<file path="src/rtl/modulo_teclado.sv">
// Note keypad encoder: 2-flop sync, lowest-index priority encode, debounce FSM, latched TOM/ABCD.
// Define MODULO_TECLADO_REPEAT_EN to re-pulse Valido every REPEAT cycles while a key stays held.
module modulo_teclado #(
   parameter int DEBOUNCE = 16,
   parameter int REPEAT   = 256
) (
   input  logic       Clock,
   input  logic       Reset_n,
   input  logic [7:0] Teclas,
   input  logic       Sustenido,
   input  logic       Limpa,
   output logic       TOM,
   output logic       A,
   output logic       B,
   output logic       C,
   output logic       D,
   output logic       Valido
);
   localparam int            CW      = $clog2(DEBOUNCE);
   localparam logic [CW-1:0] CNT_ACC = CW'(DEBOUNCE - 1);
   localparam logic [CW-1:0] CNT_REL = CW'(DEBOUNCE - 2);

   typedef enum logic [1:0] {IDLE, DEB, HELD, REL} state_t;

   logic [7:0]    tec_s1_q, tec_s2_q;
   logic          sus_s1_q, sus_s2_q;
   state_t        state_q, state_d;
   logic [CW-1:0] cnt_q, cnt_d;
   logic [3:0]    cap_q, cap_d;
   logic [3:0]    code_q, code_d;
   logic          tom_q, tom_d;
   logic          valido_q, valido_d;
   logic [3:0]    cand;
   logic          accept;
   logic          repeat_pulse;

   always_comb begin
      cand = 4'd0;
      for (int i = 7; i >= 0; i--)
         if (tec_s2_q[i]) cand = 4'(i + 1);
   end

   // cand == cap_q here implies a nonzero key, since DEB always holds a captured key
   assign accept = (state_q == DEB) && (cand == cap_q) && (cnt_q == CNT_ACC);

`ifdef MODULO_TECLADO_REPEAT_EN
   localparam int            RW      = $clog2(REPEAT);
   localparam logic [RW-1:0] RPT_MAX = RW'(REPEAT - 1);

   logic [RW-1:0] rpt_q, rpt_d;

   always_comb begin
      rpt_d = rpt_q;
      if (Limpa || accept)
         rpt_d = '0;
      else if (state_q == HELD && cand == cap_q)
         rpt_d = (rpt_q == RPT_MAX) ? '0 : rpt_q + 1'b1;
   end

   assign repeat_pulse = !Limpa && (state_q == HELD) && (cand == cap_q) && (rpt_q == RPT_MAX);

   always_ff @(posedge Clock or negedge Reset_n)
      if (!Reset_n) rpt_q <= '0;
      else          rpt_q <= rpt_d;
`else
   // REPEAT is legal only >= 2, so this folds to 0 without the repeat counter
   assign repeat_pulse = (REPEAT < 0);
`endif

   always_ff @(posedge Clock or negedge Reset_n) begin
      if (!Reset_n) begin
         tec_s1_q <= '0;
         tec_s2_q <= '0;
         sus_s1_q <= 1'b0;
         sus_s2_q <= 1'b0;
         state_q  <= IDLE;
         cnt_q    <= '0;
         cap_q    <= '0;
         code_q   <= '0;
         tom_q    <= 1'b0;
         valido_q <= 1'b0;
      end else begin
         tec_s1_q <= Teclas;
         tec_s2_q <= tec_s1_q;
         sus_s1_q <= Sustenido;
         sus_s2_q <= sus_s1_q;
         state_q  <= state_d;
         cnt_q    <= cnt_d;
         cap_q    <= cap_d;
         code_q   <= code_d;
         tom_q    <= tom_d;
         valido_q <= valido_d;
      end
   end

   always_comb begin
      state_d = state_q;
      cnt_d   = cnt_q;
      cap_d   = cap_q;
      case (state_q)
         IDLE:
            if (!Limpa && cand != 4'd0) begin
               cap_d   = cand;
               cnt_d   = CW'(1);
               state_d = DEB;
            end
         DEB:
            if (Limpa) begin
               state_d = REL;
               cnt_d   = '0;
            end else if (cand == 4'd0) begin
               state_d = IDLE;
            end else if (cand != cap_q) begin
               cap_d = cand;
               cnt_d = CW'(1);
            end else if (cnt_q == CNT_ACC) begin
               state_d = HELD;
            end else begin
               cnt_d = cnt_q + 1'b1;
            end
         HELD:
            if (Limpa || cand != cap_q) begin
               state_d = REL;
               cnt_d   = '0;
            end
         REL:
            // any key during release restarts the full-release wait
            if (!Limpa) begin
               if (cand != 4'd0)          cnt_d   = '0;
               else if (cnt_q == CNT_REL) state_d = IDLE;
               else                       cnt_d   = cnt_q + 1'b1;
            end
         default: state_d = IDLE;
      endcase
   end

   always_comb begin
      tom_d    = tom_q;
      code_d   = code_q;
      valido_d = 1'b0;
      if (Limpa) begin
         tom_d  = 1'b0;
         code_d = 4'd0;
      end else if (accept) begin
         tom_d    = sus_s2_q;
         code_d   = cap_q;
         valido_d = 1'b1;
      end else if (repeat_pulse) begin
         valido_d = 1'b1;
      end
   end

   assign TOM          = tom_q;
   assign {A, B, C, D} = code_q;
   assign Valido       = valido_q;
endmodule
</file>
<file path="config.mk">
export PLATFORM = sky130hd
export DESIGN_NAME = modulo_teclado
export DESIGN_NICKNAME = d
export VERILOG_FILES = /design/src/rtl/modulo_teclado.sv
export SDC_FILE = /design/constraint.sdc
export NUM_CORES = 1
export LEC_CHECK = 0
export ABC_AREA = 1
export BUFFER_PORTS_ARGS = -buffer_cell sky130_fd_sc_hd__buf_2
export CAP_MARGIN = 20
export CORE_UTILIZATION = 35
export DETAILED_ROUTE_END_ITERATION = 7
export PLACE_DENSITY = 0.61
export SLEW_MARGIN = 10
export SYNTH_ARGS = -nofsm -noshare
export SYNTH_HDL_FRONTEND = slang
export SYNTH_SLANG_ARGS = --single-unit
</file>
<file path="constraint.sdc">
create_clock -name Clock -period 1.8 [get_ports Clock]
set_clock_uncertainty 0.2 [all_clocks]
set_input_delay 0.18 -clock Clock [delete_from_list [all_inputs] [get_ports Clock]]
set_output_delay 0.18 -clock Clock [all_outputs]
set_load 0.1 [all_outputs]
</file>
==> results of run 1 <==
[worst max-delay path, cell delays in order, from the launching register on]
cell	delay, ns
dfrtp_1	0.41
nor2_2	0.14
nand2_2	0.11
nand2_4	0.10
nand2_2	0.05
nand2_2	0.07
nand3_2	0.08
nor2_2	0.12
nand4_2	0.14
inv_2	0.10
nand2_4	0.08
nand2_4	0.10
nor2_4	0.06
nand2_1	0.05
nand2_1	0.05
[flip-flops by register name (all words and copies together) (netlist names), named ones only]
register and flops:
cnt_q 4, TOM 1, tec_s1_q 8, sus_s2_q 1, tec_s2_q 8, cap_q 4, Valido 1, sus_s1_q 1
code_q 4, state_q 1
[where the power goes]
part | internal, W | total [W] | switching, W
registers | 0.000855 | 0.000931 | 0.0000761
logic | 0.000335 | 0.000854 | 0.000519
clock network | 0.000555 | 0.000850 | 0.000296
total | 0.00174 | 0.00263 | 0.000891
[placed cells by master, fill, tap and decap left out, drive strengths merged, types with 4 or more instances in the layout]
| cell | n |
|---|---|
| inv | 32 |
| clkbuf | 5 |
| nand3 | 12 |
| o21ai | 14 |
| dlygate4sd3 | 10 |
| nor2 | 19 |
| nand2 | 47 |
| o22ai | 4 |
| a21oi | 4 |
| dfrtp | 34 |
| buf | 34 |
[per-stage QoR]
step / utilization, % / total power, W / cell area, um^2 / std cells / worst slack (ns)
4_1_cts: 48.63 / 0.002602 / 2132 / 279 / -0.1128
3_3_place_gp: 42.49 / 0.001702 / 1863 / 260 / -0.1061
3_5_place_dp: 42.49 / 0.001704 / 1863 / 260 / -0.1108
5_1_grt: 50.88 / 0.002807 / 2231 / 282 / -0.2932
2_1_floorplan: - / 0.001494 / 1615 / 178 / 0.04211
6_report: 50.88 / 0.002635 / 2231 / 282 / -0.1745
[worst paths after layout]
path	cells after the start	startpoint	endpoint
max in group asynchronous	3	Reset_n	state_q[0]
max	14	tec_s2_q[4]	cnt_q[1]
max reg2reg	14	tec_s2_q[4]	cnt_q[1]
min reg2reg	0	tec_s1_q[2]	tec_s2_q[2]
min in group asynchronous	3	Reset_n	tec_s1_q[3]
min	3	Limpa	state_q[0]
[timing repair]
| item | 4_1_cts | 5_1_grt |
|---|---|---|
| gates resized for setup | 6 | 23 |
| hold endpoints to repair | 43 | 0 |
| setup buffers | 1 | 3 |
| hold buffers | 10 | 0 |
| pin swaps | 8 | 25 |
| endpoints found under the setup margin | 16 | 16 |
[cell usage after synthesis (all sizes together)]
master | count | area (um^2)
a21boi | 1 | 7.510
a21oi | 4 | 35.04
a22oi | 1 | 7.510
and2 | 1 | 6.260
clkinv | 1 | 3.750
dfrtp | 34 | 850.8
ha | 2 | 25.02
inv | 32 | 122.6
nand2 | 47 | 214.0
nand3 | 12 | 70.07
nand4 | 2 | 18.77
nor2 | 19 | 121.4
nor3 | 1 | 5.000
o211ai | 1 | 7.510
o21ai | 14 | 77.58
o22ai | 4 | 25.02
xnor2 | 1 | 8.760
xor2 | 1 | 8.760
[cell families (layout without fill, tap and decap cells)]
logic type,Yosys count,after routing,share of synthesized area [%]
and+or+nand+nor,82,82,26.96
DFF,34,34,52.67
buffers and inverters,33,85,7.823
AOI/OAI and AO/OA,25,25,9.916
adders and majority gates,2,2,1.549
xor gates and xnor gates,2,2,1.085
[layout make-up]
class	instances	area, um^2	share of cell area (%)
clock buffer	5	68.82	3.085
timing repair buffer	44	316.6	14.19
multi-input combinational	111	734.5	32.92
sequential	34	850.8	38.14
inverter	33	126.4	5.665
tap	52	65.06	2.916
clock inverter	3	68.82	3.085
[routing by layer]
layer	global-route usage [%]	routed length (um)
met1	18.89	1508
met3	3.896	95
met4	7.333	78
met5	0	0
met2	21.79	1535
==> impl_metrics.ini, run 1 <==
[timing]
worst_pin_slew_ns = 0.4911
finalSetupViolCount = 16
holdWs_ns = 0.06036
layout_setup_ws_ns = -0.1745
max_freq_mhz = 506.5
slew_viol_final = 0
tns_ns = -1.883
rsz0062_at_grt = true
relSlewSlack_pct = 67.49
fin_crit_ns = 1.974
hold_viol = 0
finalCritPeriodShare_pct = 109.7

[floorplan]
io_pins = 18
dieArea_um2 = 4891
die_h_um = 69.94
die_x_um = 69.94
row_count = 24
start_util_pct = 36.84
core_area_um2 = 4384

[layout]
diodes = 0
area_growth_pct = 38.11
drive_above_1_share_pct = 43.91
fill_cells = 390
nets = 243

[outcome]
violations = negative setup slack
status = finished with violations

[detailed_routing]
vias = 1249
drc = 0
drt-vias-per-instance = 4.429
initialDrtViolationCount = 24
routedWlPerCell_um = 11.41
ant_nets = 0
firstDrtPassIters = 4
wirelength_mm = 3.218

[clock_tree]
cts-htree-levels = 2
cts_num_sinks = 34
clockBufferDepth = 2
insertion_delay_ns = 0.29
root_buffer = clkbuf_8
cts_buffers = 5
tritoncts = done
clkSlewWorstSetupHoldPaths_ns = 0.07

[yosys]
mappedNetlistArea_um2 = 1615
seq_area_frac_synth_pct = 52.67
ys_warn_count = 0
syn-num-nets = 192
ys_seq_elements = 34
syn_inst = 178
yosysUniqueCellTypes = 29
syn_area_per_cell_um2 = 9.075

[setup_path]
start_kind = register
path_max_fanout = 6
crit_arrival_ns = 1.96
criticalPathCategory = register to register
crit_required_ns = 1.78
end_kind = register
rrSetupSlack_ns = -0.17

[run]
maxCapViolCount = 0

[power_and_ir_drop]
power_density_nw_per_um2 = 1181
cellLeakagePower_nw = 1.154
ir_drop_mv = 0.6105

[placed_design]
dpl.hpwl_mm = 2.124
numPortBuffers = 17
gp_congestion = 0.7976

[grt]
antenna_found_initial = 0
track_usage_pct = 14.38
grt_pass1_vias = 1194
grt_pass1_wl_mm = 5.333
grt_max_degree = 35
gr-total-overflow = 0

[hold_path]
hold_path.class = input pin to register
Note: power is estimated with default switching activity, not from simulation.
==> run 2: changes to the inputs <==
--- a/config.mk
+++ b/config.mk
@@ -9,8 +9,10 @@
 export BUFFER_PORTS_ARGS = -buffer_cell sky130_fd_sc_hd__buf_2
 export CAP_MARGIN = 20
 export CORE_UTILIZATION = 35
+export CTS_BUF_LIST = sky130_fd_sc_hd__clkbuf_16
 export DETAILED_ROUTE_END_ITERATION = 7
 export PLACE_DENSITY = 0.61
+export REMOVE_ABC_BUFFERS = 1
 export SLEW_MARGIN = 10
 export SYNTH_ARGS = -nofsm -noshare
 export SYNTH_HDL_FRONTEND = slang
==> impl_metrics.ini, run 2 (same netlist as run 1, synthesis figures left out) <==
[run]
maxCapViolCount = 0

[setup_path]
worstReg2RegStart = tec_s2_q[3]
crit_required_ns = 1.77
crit_start = tec_s2_q[3]
slowest_delay_ns = 0.39
cpMostUsedCell = nand2_4
start_kind = register
crit_chain = nor2_2, nand2_2, inv_2, nand2_4, nand2_4, nand3_2, nor2_4, nand4_4, inv_2, nand2_4, nand2_4, nor2_4, nand2_1, nand2_1
slowest_stage = dfrtp_1
criticalPathCategory = register to register
end_kind = register
crit_arrival_ns = 1.89
path_max_fanout = 6

[grt]
track_usage_pct = 14.56
antenna_found_initial = 0
gr-total-overflow = 0
grt_pass1_vias = 1214
grt_pass1_wl_mm = 5.388
grt_max_degree = 35

[timing]
fin_crit_ns = 1.924
finalSetupViolCount = 16
hold_viol = 0
worst_pin_slew_ns = 0.4910
layout_setup_ws_ns = -0.1239
slew_viol_final = 0
finalCritPeriodShare_pct = 106.9
holdWs_ns = 0.08597
rsz0062_at_grt = true
relSlewSlack_pct = 67.49
max_freq_mhz = 519.8

[detailed_routing]
initialDrtViolationCount = 21
firstDrtPassIters = 4
wirelength_mm = 3.280
routedWlPerCell_um = 11.63
drt-vias-per-instance = 4.482
vias = 1264
ant_nets = 0
drc = 0

[clock_tree]
cts_buffers = 5
cts_num_sinks = 34
root_buffer = clkbuf_16
tritoncts = done
cts-htree-levels = 2
clockBufferDepth = 2
clkSlewWorstSetupHoldPaths_ns = 0.06
insertion_delay_ns = 0.28

[floorplan]
core_area_um2 = 4384
row_count = 24
start_util_pct = 36.84
die_h_um = 69.94
dieArea_um2 = 4891
io_pins = 18
die_x_um = 69.94

[power_and_ir_drop]
power_density_nw_per_um2 = 1275
total_power_w = 0.002944
ir_drop_mv = 0.6774
cellLeakagePower_nw = 1.167

[layout]
stdcell_count = 282
area_growth_pct = 42.91
nets = 243
drive_above_1_share_pct = 44.35
reg_top3 = tec_s1_q (8), tec_s2_q (8)
multiInputGateArea_um2 = 759.5
diodes = 0
final_common_cell = dfrtp_1
layout_common_cells = dfrtp_1 (34), nand2_1 (26), inv_1 (20)
register_area_um2 = 850.8
fill_cells = 374

[placed_design]
numPortBuffers = 17
gp_congestion = 0.7976
dpl.hpwl_mm = 2.124
dp_cells = 260

[outcome]
status = finished with violations
violations = negative setup slack

[hold_path]
hold_start = Limpa
hold_path.class = input pin to register
==> run 2: worst paths after layout <==
path / slack, ns / to / cells past startpoint
max: -0.12 / cnt_q[2] / 14
min: 0.09 / state_q[0] / 3
max reg2reg: -0.12 / cnt_q[2] / 14
min reg2reg: 0.15 / tec_s2_q[2] / 0
max in group asynchronous: 0.86 / cnt_q[0] / 3
min in group asynchronous: 0.25 / tec_s1_q[4] / 3
==> run 2: per-stage QoR <==
stage | area, um^2 | TNS, ns | setup slack [ns] | utilization, %
finish | 2308 | -1.385 | -0.1239 | 52.65
global route | 2308 | -3.268 | -0.2552 | 52.65
CTS | 2175 | -0.8707 | -0.09712 | 49.60
detailed placement | 1863 | -0.8513 | -0.1108 | 42.49
global placement | 1863 | -0.7843 | -0.1061 | 42.49
floorplan | 1615 | 0 | 0.04211 | -
==> run 2: timing repair <==
| item | in CTS | in global routing |
|---|---|---|
| pin swaps | 4 | 13 |
| gates cloned | 0 | 0 |
| hold buffers | 10 | 0 |
| buffers inserted | 1 | 3 |
| setup endpoints to repair | 16 | 16 |
| hold endpoints to repair | 43 | 0 |
| resized for setup | 2 | 31 |
==> run 2: metal layers <==
metal	track usage, %	wire, um	share of wire, %
met2	21.58	1582	48
met3	3.896	94	2.9
met5	0	0	0
met1	19.34	1521	46
met4	8.000	82	2.5
==> run 2: worst max-delay path, delay by kind of cell (launching register included) <==
family,cells,cell delay [ns]
and+or+nand+nor,12,1.05
DFF,1,0.39
buffers and inverters,2,0.17
==> run 2: final cells by class <==
| cell class | instances | area share [%] |
|---|---|---|
| clock inverters | 3 | 2.981 |
| flip-flops and latches | 34 | 36.86 |
| multi-input cells | 111 | 32.90 |
| well taps | 52 | 2.818 |
| repair buffers | 44 | 13.55 |
| clock buffers | 5 | 5.420 |
| inverters | 33 | 5.474 |
==> run 2: power breakdown <==
part / total (W) / leakage [nW] / switching (W) / internal (W)
clock network: 0.00112 / 0.0940 / 0.000327 / 0.000795
registers: 0.000937 / 0.421 / 0.0000805 / 0.000856
logic: 0.000886 / 0.652 / 0.000541 / 0.000345
==> run 3: changes to the inputs <==
--- a/config.mk
+++ b/config.mk
@@ -7,11 +7,11 @@
 export LEC_CHECK = 0
 export ABC_AREA = 1
 export BUFFER_PORTS_ARGS = -buffer_cell sky130_fd_sc_hd__buf_2
-export CAP_MARGIN = 20
+export CORE_ASPECT_RATIO = 1.5
 export CORE_UTILIZATION = 35
 export CTS_BUF_LIST = sky130_fd_sc_hd__clkbuf_16
 export DETAILED_ROUTE_END_ITERATION = 7
-export PLACE_DENSITY = 0.61
+export PLACE_DENSITY = 0.58
 export REMOVE_ABC_BUFFERS = 1
 export SLEW_MARGIN = 10
 export SYNTH_ARGS = -nofsm -noshare
==> impl_metrics.ini, run 3 (same netlist as run 1, synthesis figures left out) <==
[setup_path]
end_kind = register
r2r_end = cnt_q[3]
crit_arrival_ns = 1.90
criticalPathCategory = register to register
start_kind = register
worstReg2RegStart = tec_s2_q[1]
rrSetupSlack_ns = -0.13
path_max_fanout = 6
r2r_cells = 14
crit_required_ns = 1.77

[layout]
final_common_cell = dfrtp_1
drive_above_1_share_pct = 39.38
layout_common_cells = dfrtp_1 (34), nand2_1 (30), inv_1 (22)
area_growth_pct = 37.10
reg_top3 = tec_s1_q (8), tec_s2_q (8)
stdcell_count = 272
final_area_um2 = 2215
diodes = 0
nets = 239

[outcome]
violations = design-rule violations, negative setup slack
status = finished with violations

[hold_path]
hold_start = Limpa
whs_endpoint = state_q[0]
whs_path_depth = 3
hold_path.class = input pin to register

[power_and_ir_drop]
total_power_w = 0.002894
ir_drop_mv = 0.8187
power_density_nw_per_um2 = 1307
cellLeakagePower_nw = 1.142

[placed_design]
place_area_um2 = 1838
numPortBuffers = 17
dpl.hpwl_mm = 2.135
gp_congestion = 0.8820
dp_cells = 250

[clock_tree]
clockBufferDepth = 2
insertion_delay_ns = 0.28
cts_buffers = 5
tritoncts = done
cts-htree-levels = 2
root_buffer = clkbuf_16
cts_num_sinks = 34
clkSlewWorstSetupHoldPaths_ns = 0.06

[timing]
worst_pin_slew_ns = 0.4864
finalSetupViolCount = 15
slew_viol_final = 0
max_freq_mhz = 518.6
layout_setup_ws_ns = -0.1284
finalCritPeriodShare_pct = 107.1
fin_crit_ns = 1.928
relSlewSlack_pct = 67.80
rsz0062_at_grt = true
hold_viol = 0

[floorplan]
die_x_um = 57.47
start_util_pct = 37.41
die_h_um = 85.20
dieArea_um2 = 4896
core_area_um2 = 4318
row_count = 29
io_pins = 18

[run]
maxCapViolCount = 0

[grt]
grt_max_degree = 35
track_usage_pct = 14.27
antenna_found_initial = 0
gr-total-overflow = 0
grt_pass1_wl_mm = 5.319
grt_pass1_vias = 1209

[detailed_routing]
ant_nets = 0
initialDrtViolationCount = 17
wirelength_mm = 3.102
vias = 1246
routedWlPerCell_um = 11.40
firstDrtPassIters = 6
drc = 1
drt-vias-per-instance = 4.581
==> run 3: per-layer routing <==
layer / GRT usage (%) / share of wire, % / vias up
met1: 17.11 / 44 / 575
met2: 23.57 / 51 / 16
met3: 2.744 / 2.3 / 6
met4: 7.982 / 2.6 / 0
met5: 0 / 0 / -
li1: - / - / 649
==> run 3: cell type report <==
class,count,area (um^2)
fill,388,2103
sequential,34,850.8
multi-input combinational,111,690.7
timing repair buffer,40,295.3
inverter,33,126.4
clock buffer,5,125.1
clock inverter,3,68.82
tap,46,57.56
==> run 3: worst max-delay path, stage by stage, from the launching register on <==
cell and delay, ns:
dfrtp_1 0.37, inv_2 0.07, nand2_4 0.07, nor2_2 0.14, nand2_2 0.10, nand2_1 0.07, nand2_1 0.06, nor2_2 0.12
nand3_2 0.09, nor2_4 0.18, a21oi_4 0.10, inv_4 0.10, nor2_4 0.05, nand2_1 0.06, nand2_1 0.05
==> run 3: power breakdown <==
| part | internal (W) | switching, W | leakage, nW |
|---|---|---|---|
| Combinational | 0.000331 | 0.000513 | 0.627 |
| Sequential | 0.000856 | 0.0000725 | 0.421 |
| Clock | 0.000795 | 0.000327 | 0.0940 |
| Total | 0.00198 | 0.000912 | 1.14 |
==> run 3: timing repair <==
action | in CTS | in global routing
resized for setup | 6 | 11
hold buffers | 10 | 0
pin swaps | 2 | 3
hold endpoints to repair | 43 | 0
buffers inserted | 0 | 4
endpoints found under the setup margin | 15 | 16
==> run 3: worst max-delay path by stage <==
stage	from	end	slack, ns	cells after the start
2_1_floorplan	tec_s2_q[0]	cnt_q[0]	0.04	14
3_3_place_gp	tec_s2_q[4]	cnt_q[3]	-0.17	14
3_5_place_dp	tec_s2_q[4]	cnt_q[0]	-0.16	14
4_1_cts	tec_s2_q[4]	cnt_q[1]	-0.12	14
5_1_grt	tec_s2_q[4]	cnt_q[1]	-0.27	14
6_report	tec_s2_q[1]	cnt_q[3]	-0.13	14
==> run 3: per-stage QoR <==
| step | setup slack [ns] | hold slack, ns | setup TNS (ns) | util, % |
|---|---|---|---|---|
| final | -0.1284 | 0.1300 | -1.410 | 51.29 |
| after global routing | -0.2723 | 0.1509 | -3.348 | 51.29 |
| after CTS | -0.1244 | 0.1110 | -1.400 | 49.81 |
| after detailed placement | -0.1598 | -0.04775 | -1.478 | 42.57 |
| after global placement | -0.1713 | -0.04733 | -1.468 | 42.57 |
| after floorplan | 0.04211 | -0.3156 | 0 | - |
